### config.mk
export PLATFORM = sky130hd
export DESIGN_NAME = fft4_frame_ctrl
export DESIGN_NICKNAME = d
export VERILOG_FILES = /design/src/rtl/fft_ctrl_pkg.sv /design/src/rtl/fft4_frame_ctrl.sv
export SDC_FILE = /design/constraint.sdc
export NUM_CORES = 1
export LEC_CHECK = 0
export BUFFER_PORTS_ARGS = -buffer_cell sky130_fd_sc_hd__buf_4
export CAP_MARGIN = 20
export CORE_MARGIN = 2
export CORE_UTILIZATION = 56
export DETAILED_ROUTE_END_ITERATION = 8
export MAX_ROUTING_LAYER = met4
export PLACE_DENSITY = 0.88
export SYNTH_ARGS = -nofsm -noshare
export SYNTH_HDL_FRONTEND = slang
export SYNTH_SLANG_ARGS = --single-unit
export TNS_END_PERCENT = 20
### constraint.sdc
create_clock -name clk -period 8.2 [get_ports clk]
set_input_delay 0.41 -clock clk [delete_from_list [all_inputs] [get_ports clk]]
set_output_delay 0.41 -clock clk [all_outputs]
set_load 0.005 [all_outputs]
### src/rtl/fft_ctrl_pkg.sv
// Shared state encoding and sizing constants for the fft4 frame controller.
package fft_ctrl_pkg;

   typedef enum logic [1:0] {
      ST_FILL   = 2'd0,
      ST_LAUNCH = 2'd1,
      ST_WAIT   = 2'd2,
      ST_DRAIN  = 2'd3
   } state_t;

   localparam int DEF_DATA_WIDTH = 8;
   localparam int NUM_LANES      = 4;
   localparam int FRAME_CNT_W    = 16;

   // Bits needed for a counter holding 0..limit.
   function automatic int cnt_width(input int limit);
      return (limit < 1) ? 1 : $clog2(limit + 1);
   endfunction

endpackage

### src/rtl/fft4_frame_ctrl.sv
// Frame controller for a 4-point FFT datapath: gathers four samples, launches
// the fft4, waits (with timeout) for its result and streams the bins out in order.
module fft4_frame_ctrl
   import fft_ctrl_pkg::*;
#(
   parameter int DATA_WIDTH = DEF_DATA_WIDTH,
   parameter int TIMEOUT    = 15
) (
   input  logic                                 clk,
   input  logic                                 rst,
   input  logic                                 s_valid,
   output logic                                 s_ready,
   input  logic [DATA_WIDTH-1:0]                s_real,
   input  logic [DATA_WIDTH-1:0]                s_imag,
   output logic                                 fft_en,
   output logic [NUM_LANES*DATA_WIDTH-1:0]      fft_in_real,
   output logic [NUM_LANES*DATA_WIDTH-1:0]      fft_in_imag,
   input  logic                                 fft_valid,
   input  logic [NUM_LANES*(DATA_WIDTH+2)-1:0]  fft_out_real,
   input  logic [NUM_LANES*(DATA_WIDTH+2)-1:0]  fft_out_imag,
   output logic                                 m_valid,
   input  logic                                 m_ready,
   output logic [DATA_WIDTH+1:0]                m_real,
   output logic [DATA_WIDTH+1:0]                m_imag,
   output logic [1:0]                           m_index,
   output logic                                 m_last,
   output logic                                 busy,
   output logic                                 err_timeout,
   output logic [FRAME_CNT_W-1:0]               frame_cnt
);

   localparam int RW = DATA_WIDTH + 2;
   localparam int TW = cnt_width(TIMEOUT);
   localparam logic [TW-1:0] TIMER_LAST = TW'(TIMEOUT - 1);

   state_t                   r_state;
   state_t                   w_state_nxt;
   logic [1:0]               r_fill_cnt;
   logic [1:0]               r_drain_cnt;
   logic [TW-1:0]            r_timer;
   logic [FRAME_CNT_W-1:0]   r_frame_cnt;
   logic                     r_err_timeout;
   logic [DATA_WIDTH-1:0]    r_lane_re [NUM_LANES];
   logic [DATA_WIDTH-1:0]    r_lane_im [NUM_LANES];
   logic [RW-1:0]            r_res_re  [NUM_LANES];
   logic [RW-1:0]            r_res_im  [NUM_LANES];

   logic w_s_acc;
   logic w_m_acc;
   logic w_last_bin;
   logic w_capture;
   logic w_timeout;

   assign w_s_acc    = (r_state == ST_FILL) && s_valid;
   assign w_m_acc    = (r_state == ST_DRAIN) && m_ready;
   assign w_last_bin = (r_drain_cnt == 2'd3);
   assign w_capture  = (r_state == ST_WAIT) && fft_valid;
   // A result arriving on the last permitted WAIT cycle wins over the abort.
   assign w_timeout  = (r_state == ST_WAIT) && !fft_valid && (r_timer == TIMER_LAST);

   always_comb begin
      w_state_nxt = r_state;
      case (r_state)
         ST_FILL: begin
            if (w_s_acc && (r_fill_cnt == 2'd3)) w_state_nxt = ST_LAUNCH;
            else                                 w_state_nxt = ST_FILL;
         end
         ST_LAUNCH: w_state_nxt = ST_WAIT;
         ST_WAIT: begin
            if (w_capture)      w_state_nxt = ST_DRAIN;
            else if (w_timeout) w_state_nxt = ST_FILL;
            else                w_state_nxt = ST_WAIT;
         end
         ST_DRAIN: begin
            if (w_m_acc && w_last_bin) w_state_nxt = ST_FILL;
            else                       w_state_nxt = ST_DRAIN;
         end
         default: w_state_nxt = ST_FILL;
      endcase
   end

   always_ff @(posedge clk) begin
      if (rst) begin
         r_state       <= ST_FILL;
         r_fill_cnt    <= 2'd0;
         r_drain_cnt   <= 2'd0;
         r_timer       <= TW'(0);
         r_frame_cnt   <= 16'd0;
         r_err_timeout <= 1'b0;
      end else begin
         r_state       <= w_state_nxt;
         r_err_timeout <= w_timeout;
         if (w_timeout)    r_fill_cnt <= 2'd0;
         else if (w_s_acc) r_fill_cnt <= r_fill_cnt + 2'd1;
         if ((r_state == ST_WAIT) && (w_state_nxt == ST_WAIT)) r_timer <= r_timer + TW'(1);
         else                                                  r_timer <= TW'(0);
         if (w_m_acc) r_drain_cnt <= r_drain_cnt + 2'd1;
         if (w_m_acc && w_last_bin) r_frame_cnt <= r_frame_cnt + 16'd1;
      end
   end

   // Lanes are written only in FILL, so they hold through LAUNCH and WAIT.
   always_ff @(posedge clk) begin
      if (rst) begin
         for (int k = 0; k < NUM_LANES; k++) begin
            r_lane_re[k] <= DATA_WIDTH'(0);
            r_lane_im[k] <= DATA_WIDTH'(0);
            r_res_re[k]  <= RW'(0);
            r_res_im[k]  <= RW'(0);
         end
      end else begin
         if (w_s_acc) begin
            r_lane_re[r_fill_cnt] <= s_real;
            r_lane_im[r_fill_cnt] <= s_imag;
         end
         if (w_capture) begin
            for (int k = 0; k < NUM_LANES; k++) begin
               r_res_re[k] <= fft_out_real[k*RW +: RW];
               r_res_im[k] <= fft_out_imag[k*RW +: RW];
            end
         end
      end
   end

   for (genvar k = 0; k < NUM_LANES; k++) begin : g_lane
      assign fft_in_real[k*DATA_WIDTH +: DATA_WIDTH] = r_lane_re[k];
      assign fft_in_imag[k*DATA_WIDTH +: DATA_WIDTH] = r_lane_im[k];
   end

   assign s_ready     = (r_state == ST_FILL);
   assign fft_en      = (r_state == ST_LAUNCH);
   assign busy        = (r_state != ST_FILL);
   assign m_valid     = (r_state == ST_DRAIN);
   assign m_index     = r_drain_cnt;
   assign m_real      = r_res_re[r_drain_cnt];
   assign m_imag      = r_res_im[r_drain_cnt];
   assign m_last      = (r_state == ST_DRAIN) && w_last_bin;
   assign err_timeout = r_err_timeout;
   assign frame_cnt   = r_frame_cnt;

endmodule

==> Implementation_results.wiki, run 1 <==
{| class="wikitable"
! Metric !! Value
|-
| Number of global-route vias before repair || 4,651
|-
| Tot GR Track Use || 25.54%
|-
| Startpoint of the most critical register-to-register path || r_state[0]
|-
| Horizontal extent of the die || 116.6 um
|-
| Cells after Synth || 478
|-
| Type of the worst min-delay path || in -> reg
|-
| Average wire per standard cell || 19.38 um
|-
| Setup repair after global routing missed its margin || false
|-
| Global-route wire length before repair || 24,390 um
|-
| Overflow after GRT || 0
|-
| Die Y-Extent || 116.6 um
|-
| Number of antenna cells inserted || 0
|-
| Max Slew Vio Count || 0
|-
| Worst clock skew on the final layout || 0.007887 ns
|-
| Number of enable flip-flop cells after synthesis || 144
|-
| Die outline area || 0.01361 mm2
|-
| Synthesized-area fraction occupied by and/or/nand/nor cells || 18.68%
|-
| List of cells traversed by the critical path || mux4_2 > buf_4
|-
| Setup violations, final || 0
|-
| Count of synthesis-stage warnings from yosys || 0
|-
| Arrival time of data at the critical path endpoint || 2.05 ns
|-
| Post-Synthesis Net Count || 584
|-
| RD Place Congestion || 0.8328
|-
| Wirelength, routed || 16,860 um
|-
| Combined buffer and inverter count along the critical path || 1
|-
| Synth area leaders || sky130_fd_sc_hd__edfxtp_1, sky130_fd_sc_hd__and2_1, sky130_fd_sc_hd__dfxtp_1
|-
| Max Buffers Root-to-Sink || 2
|-
| Portion of the clock cycle consumed by the worst path in the final layout || 30.05%
|-
| Area Growth Syn to Fin || 33.07%
|-
| Clock insertion delay at the later pin of the skew report || 0.43 ns
|-
| Adder-cell share of the synthesized area || 0.8804%
|-
| Netlist area before placement || 0.007106 mm2
|-
| Drc violations || 0
|-
| Primary flip-flop cell chosen by synthesis mapping || sky130_fd_sc_hd__edfxtp_1
|-
| DP Area || 0.008843 mm2
|-
| Post-synth ARST share || 0%
|-
| Static leakage || 3.859 nW
|-
| Final min period || 2.464 ns
|-
| Post-CTS Setup Bufs || 0
|-
| Dominant delay contributor by cell family on the critical path || flip-flops
|-
| Clock sink count || 173
|-
| Gates resized, CTS repair || 0
|-
| Antenna violations before repair || 0
|-
| Synth Register Bits || 173
|-
| Clock buffers created by TritonCTS || 17
|-
| Largest family of logic cells by synthesized area || simple AND/OR/NAND/NOR gates
|-
| TritonCTS clock tree || built
|-
| Area leader, netlist || sky130_fd_sc_hd__edfxtp_1
|-
| Fillcell total || 799
|-
| Master of the slowest instance on the critical path || sky130_fd_sc_hd__dfxtp_1
|-
| Share of cells above drive strength 1 || 39.11%
|-
| Number of primary I/O pins || 209
|-
| Detailed placement HPWL || 11,550 um
|-
| Count of max-cap constraint violations || 0
|-
| Hold_sp || fft_out_imag[6]
|-
| Relative slew slack || 28.30%
|-
| Area fraction in compound gates after synthesis || 1.444%
|-
| Final sum of negative setup slack || 0 ns
|-
| Pin count of the biggest net entering global routing || 81
|-
| Total number of placement rows || 41
|-
| Number of routed nets with antenna violations || 0
|-
| Share of the synthesized netlist area taken by xor and xnor gates || 1.602%
|-
| Number of hold-slack violations in the final timing report || 0
|-
| Maximum operating frequency || 0.4058 GHz
|-
| Critical Path RT || 7.79 ns
|-
| DR pass1 iterations || 5
|-
| Hold-fix buffer count after cts || 0
|-
| Mux share of post-synthesis cell area || 6.797%
|-
| Root Buffer || sky130_fd_sc_hd__clkbuf_16
|-
| Clock input transition at the sequential cells of the worst setup and hold paths || 0.06 ns
|-
| Final net count || 791
|-
| Deepest level of the CTS H-tree || 4
|-
| Outcome || completed
|-
| Yosys top cell area share || 60.86%
|-
| Worst-margin pin slew || 1.074 ns
|-
| Crit end category || primary output
|-
| Initial core utilization || 56.77%
|-
| Sequential cell area fraction in the yosys report || 69.03%
|-
| Type of the setup path with the least slack || reg -> out
|-
| Max stage delay on crit path || 1.03 ns
|-
| Fin Hold WS || 0.2608 ns
|-
| Average instance area after synthesis || 14.87 um2
|-
| Nature of the critical path startpoint || register
|-
| Buffers on Ports || 208
|-
| Area taken by multi-input logic gates || 0.002108 mm2
|-
| Fin area || 0.009455 mm2
|-
| Via count || 4,634
|-
| Seq. cell area || 0.004905 mm2
|-
| Maximum resistive drop on vdd || 206.0 uV
|-
| Detailed Route Iter0 Violations || 394
|-
| Cell variety after synth || 41
|-
| Post-DR vias/cell || 5.326
|-
| Highest net fanout along the worst path || 20
|-
| Core region area || 0.01252 mm2
|-
| Power per cell area || 207.6 mW/mm2
|}
[cell type report]
cell class                 instances  area share [%]
timing repair buffer             210           16.88
clock inverter                    15           1.972
sequential                       173           51.87
inverter                           5          0.1985
tap                              172           2.276
clock buffer                      17           4.499
multi-input combinational        278           22.30
[state kept, by name, indices dropped and copies added, names as in the netlist, named ones only]
register     flops
frame_cnt       16
r_state          2
r_res_im        40
r_lane_im       32
r_res_re        40
r_fill_cnt       2
r_lane_re       32
m_index          2
err_timeout      1
r_timer          4
[metal layers]
| layer | up-vias | routed length, um | GRT usage (%) |
|---|---|---|---|
| li1 | 2127 | - | - |
| met5 | - | 0 | - |
| met3 | 34 | 1431 | 8.147 |
| met1 | 2279 | 6160 | 27.83 |
| met4 | 0 | 489 | 11.29 |
| met2 | 194 | 8778 | 43.06 |
[stage by stage]
step / util (%) / total power [mW] / setup WS, ns / instances
final: 75.54 / 1.963 / 5.736 / 870
after global routing: 75.54 / 2.014 / 5.547 / 870
after CTS: 75.54 / 1.970 / 5.717 / 870
after detailed placement: 70.65 / 1.152 / 5.795 / 838
after global placement: 70.43 / 1.144 / 5.935 / 837
after floorplan: - / 1.058 / 4.729 / 478
[power breakdown]
group	internal [mW]	switching (mW)
sequential	0.989	0.0142
combinational	0.0725	0.0572
clock	0.484	0.346
total	1.55	0.417
[synth_stat cells, types with 2 or more instances]
master / number
sky130_fd_sc_hd__or3_1: 3
sky130_fd_sc_hd__ha_1: 5
sky130_fd_sc_hd__buf_2: 2
sky130_fd_sc_hd__edfxtp_1: 144
sky130_fd_sc_hd__nand2b_1: 4
sky130_fd_sc_hd__o21ai_0: 2
sky130_fd_sc_hd__xnor2_1: 7
sky130_fd_sc_hd__nor3_1: 3
sky130_fd_sc_hd__and2_1: 145
sky130_fd_sc_hd__dfxtp_1: 29
sky130_fd_sc_hd__a21oi_1: 7
sky130_fd_sc_hd__nand4_1: 6
sky130_fd_sc_hd__or4_1: 2
sky130_fd_sc_hd__nand2_1: 10
sky130_fd_sc_hd__mux2_2: 2
sky130_fd_sc_hd__inv_1: 5
sky130_fd_sc_hd__nor2b_1: 3
sky130_fd_sc_hd__nand3_1: 6
sky130_fd_sc_hd__or2_2: 2
sky130_fd_sc_hd__nor2_1: 25
sky130_fd_sc_hd__mux4_2: 20
sky130_fd_sc_hd__nor4_1: 4
sky130_fd_sc_hd__xor2_1: 6
sky130_fd_sc_hd__clkbuf_1: 19
[cells by family (layout without fill, tap and decap cells)]
group	Yosys count	in the layout
AOI/OAI and AO/OA	16	16
xor gates and xnor gates	13	13
adders and majority gates	5	5
buffers and inverters	27	247
DFF	173	173
muxes	23	23
and+or+nand+nor	221	221
[cells in the final DEF, fill, tap and decap left out, types with 2 or more instances in the layout]
cell                         count
sky130_fd_sc_hd__nand3_1         6
sky130_fd_sc_hd__a21oi_1         7
sky130_fd_sc_hd__inv_6           3
sky130_fd_sc_hd__buf_4         209
sky130_fd_sc_hd__dfxtp_1        29
sky130_fd_sc_hd__mux4_2         20
sky130_fd_sc_hd__nand2_1        10
sky130_fd_sc_hd__nor2_1         24
sky130_fd_sc_hd__bufinv_16       3
sky130_fd_sc_hd__nor4_1          4
sky130_fd_sc_hd__nor3_1          3
sky130_fd_sc_hd__o21ai_0         2
sky130_fd_sc_hd__clkbuf_16      17
sky130_fd_sc_hd__nand2b_1        3
sky130_fd_sc_hd__or3_1           3
sky130_fd_sc_hd__xor2_1          6
sky130_fd_sc_hd__xnor2_1         7
sky130_fd_sc_hd__or4_1           2
sky130_fd_sc_hd__mux2_2          2
sky130_fd_sc_hd__inv_1           5
sky130_fd_sc_hd__nand4_1         6
sky130_fd_sc_hd__clkinvlp_4      2
sky130_fd_sc_hd__ha_1            5
sky130_fd_sc_hd__clkinv_4        4
sky130_fd_sc_hd__edfxtp_1      144
sky130_fd_sc_hd__or2_2           2
sky130_fd_sc_hd__nor2b_1         3
sky130_fd_sc_hd__and2_1        145
[final timing paths]
| kind | endpoint | slack, ns | cells past startpoint |
|---|---|---|---|
| worst max register to register | r_lane_im[1][1] | 5.74 | 4 |
| worst min register to register | r_timer[0] | 0.47 | 1 |
| worst min-delay path | r_res_im[0][6] | 0.26 | 2 |
| worst max-delay path | m_imag[7] | 5.74 | 2 |
Note: power is estimated with default switching activity, not from simulation.
==> run 2, diff against run 1 <==
Settings changed: CORE_UTILIZATION 56 to 52, PLACE_DENSITY 0.88 to 0.82.
Clock period 8.2 ns to 2.3 ns, I/O delays scaled along.
==> Implementation_results.wiki, run 2 (same netlist as run 1, synthesis figures left out) <==
{| class="wikitable"
! Metric !! Value
|-
| Nature of the critical path startpoint || register
|-
| Part of the power in combinational logic || 8.8% (+2.2 points)
|-
| Drc violations || 0 (unchanged)
|-
| Max stage delay on crit path || 0.58 ns (-0.45 ns)
|-
| Tot GR Track Use || 26.73% (+1.2 points)
|-
| Design Power || 7.010 mW (+260%)
|-
| Pin count of the biggest net entering global routing || 64 (-21%)
|-
| DP Cell Count || 853 (+1.8%)
|-
| Dominant delay contributor by cell family on the critical path || multiplexers
|-
| Overflow after GRT || 0 (unchanged)
|-
| Average wire per standard cell || 18.62 um (-3.9%)
|-
| Master of the slowest instance on the critical path || sky130_fd_sc_hd__mux4_2
|-
| Worst clock skew on the final layout || 0.006617 ns (-0.001269 ns)
|-
| Type of the setup path with the least slack || reg -> out
|-
| TritonCTS clock tree || built
|-
| Final net count || 900 (+14%)
|-
| Power per cell area || 668.3 mW/mm2 (+220%)
|-
| Horizontal extent of the die || 120.9 um (+3.6%)
|-
| Antenna violations before repair || 0 (unchanged)
|-
| Portion of the clock cycle consumed by the worst path in the final layout || 86.04%
|-
| Clock insertion delay at the later pin of the skew report || 0.43 ns (about the same)
|-
| Final min period || 1.979 ns
|-
| Outcome || completed
|-
| Switching share of power || 22.43% (+1.2 points)
|-
| End-of-flow core utilization || 78.89% (+3.4 points)
|-
| Post-CTS Setup Bufs || 0 (unchanged)
|-
| Initial core utilization || 53.44% (-3.3 points)
|-
| Largest regs || r_res_im: 40 flops, r_res_re: 40 flops
|-
| Share of power burned in registers || 51.0% (about the same)
|-
| Final sum of negative setup slack || 0 ns (unchanged)
|-
| Static leakage || 4.313 nW (+12%)
|-
| Max Slew Vio Count || 0 (unchanged)
|-
| Maximum operating frequency || 0.5053 GHz
|-
| Most common cell after layout, fill and taps aside || sky130_fd_sc_hd__buf_4
|-
| Via count || 5,003 (+8.0%)
|-
| Maximum resistive drop on vdd || 672.9 uV (+230%)
|-
| Total number of placement rows || 42 (+2.4%)
|-
| Setup repair after global routing missed its margin || false
|-
| Number of routed nets with antenna violations || 0 (unchanged)
|-
| Detailed placement HPWL || 11,310 um (-2.1%)
|-
| Type of the worst min-delay path || in -> reg
|-
| Worst-margin pin slew || 0.8125 ns (-0.2615 ns)
|-
| Fillcell total || 703 (-12%)
|-
| Post-layout instance count excluding filler cells || 983 (+13%)
|-
| Number of global-route vias before repair || 5,358 (+15%)
|-
| Highest net fanout along the worst path || 20 (unchanged)
|-
| Arrival time of data at the critical path endpoint || 1.86 ns (-0.19 ns)
|-
| Clock input transition at the sequential cells of the worst setup and hold paths || 0.07 ns (about the same)
|-
| Worst reg2reg setup slack || 0.37 ns (-5.37 ns)
|-
| Setup violations, final || 0 (unchanged)
|-
| Global-route wire length before repair || 28,260 um (+16%)
|-
| Area Growth Syn to Fin || 47.61%
|-
| Deepest level of the CTS H-tree || 4 (unchanged)
|-
| Post-DR vias/cell || 5.090 (-4.4%)
|-
| Power spent charging and discharging nets || 1.572 mW (+280%)
|-
| Clock power share || 40.2% (-2.1 points)
|-
| Critical path's most frequent cell || sky130_fd_sc_hd__buf_4
|-
| Die outline area || 0.01462 mm2 (+7.4%)
|-
| Number of antenna cells inserted || 0 (unchanged)
|-
| Number of primary I/O pins || 209 (unchanged)
|-
| Most used cells in the layout excluding fill and tap cells || sky130_fd_sc_hd__buf_4, sky130_fd_sc_hd__and2_1, sky130_fd_sc_hd__edfxtp_1, sky130_fd_sc_hd__dlygate4sd3_1, sky130_fd_sc_hd__dfxtp_1
|-
| Max Buffers Root-to-Sink || 2 (unchanged)
|-
| Count of max-cap constraint violations || 0 (unchanged)
|-
| Crit end category || primary output
|-
| Critical Path RT || 2.18 ns (-5.61 ns)
|-
| Root Buffer || sky130_fd_sc_hd__clkbuf_16
|-
| DR pass1 iterations || 4 (-1)
|-
| Detailed Route Iter0 Violations || 350 (-11%)
|-
| Die Y-Extent || 120.9 um (+3.6%)
|-
| List of cells traversed by the critical path || buf_4 > mux4_2 > buf_4
|-
| Buffers on Ports || 208 (unchanged)
|-
| Number of hold-slack violations in the final timing report || 0 (unchanged)
|-
| Core region area || 0.01330 mm2 (+6.2%)
|-
| Clock buffers created by TritonCTS || 17 (unchanged)
|-
| Wirelength, routed || 18,300 um (+8.5%)
|-
| Clock sink count || 173 (unchanged)
|-
| Combined buffer and inverter count along the critical path || 2 (+1)
|-
| Share of cells above drive strength 1 || 35.19% (-3.9 points)
|-
| Cell Int Power || 5.438 mW (+250%)
|-
| Relative slew slack || 45.54% (+17 points)
|-
| RD Place Congestion || 0.8448 (+1.4%)
|}
run 2: final timing paths:
check / start / to / cells after the start
worst max-delay path: register / m_real[9] / 3
worst min-delay path: fft_valid / r_state[0] / 4
worst max register to register: m_index[0] / frame_cnt[14] / 5
worst min register to register: r_timer[0] / r_timer[0] / 1
run 2: layer usage:
layer  up-vias  global-route usage [%]  wire (um)
met5         -                       -          0
met1      2459                   30.06       6944
met4         0                   8.503        310
met3        23                   6.344       1116
li1       2354                       -          -
met2       167                   47.16       9930
run 2: tightest hold or removal path, cell delays in order:
cell,delay [ns]
sky130_fd_sc_hd__buf_4,0.10
sky130_fd_sc_hd__mux2_2,0.14
sky130_fd_sc_hd__a32oi_1,0.05
sky130_fd_sc_hd__nor2_1,0.07
run 2: power groups by stage:
stage | sequential, mW | clock, mW | combinational (mW)
after detailed placement | 3.64 | 0 | 0.474
after CTS | 3.57 | 2.84 | 0.613
after global placement | 3.63 | 0 | 0.462
after global routing | 3.58 | 2.96 | 0.662
final | 3.57 | 2.82 | 0.620
after floorplan | 3.64 | 0 | 0.133
run 2: repair_timing:
action / 4_1_cts / 5_1_grt
hold buffers: 97 / 0
hold endpoints to repair: 134 / 0
resized for setup: 0 / 0
run 2: per-stage QoR:
stage	setup slack, ns	area [um2]	hold slack, ns
global route	0.2234	10490	0.1013
global placement	0.4382	8932	0.3947
finish	0.3211	10490	0.08447
CTS	0.2589	10480	0.06443
detailed placement	0.3675	8932	0.3976
floorplan	0.04767	7108	0.2734
run 2: layout make-up:
type | count | area [um2] | share of cell area [%]
Sequential cell | 173 | 4905 | 46.76
Inverter | 5 | 18.77 | 0.1789
Tap cell | 176 | 220.2 | 2.099
Timing Repair Buffer | 319 | 2663 | 25.38
Clock buffer | 17 | 425.4 | 4.056
Multi-Input combinational cell | 278 | 2105 | 20.06
Clock inverter | 15 | 152.6 | 1.455
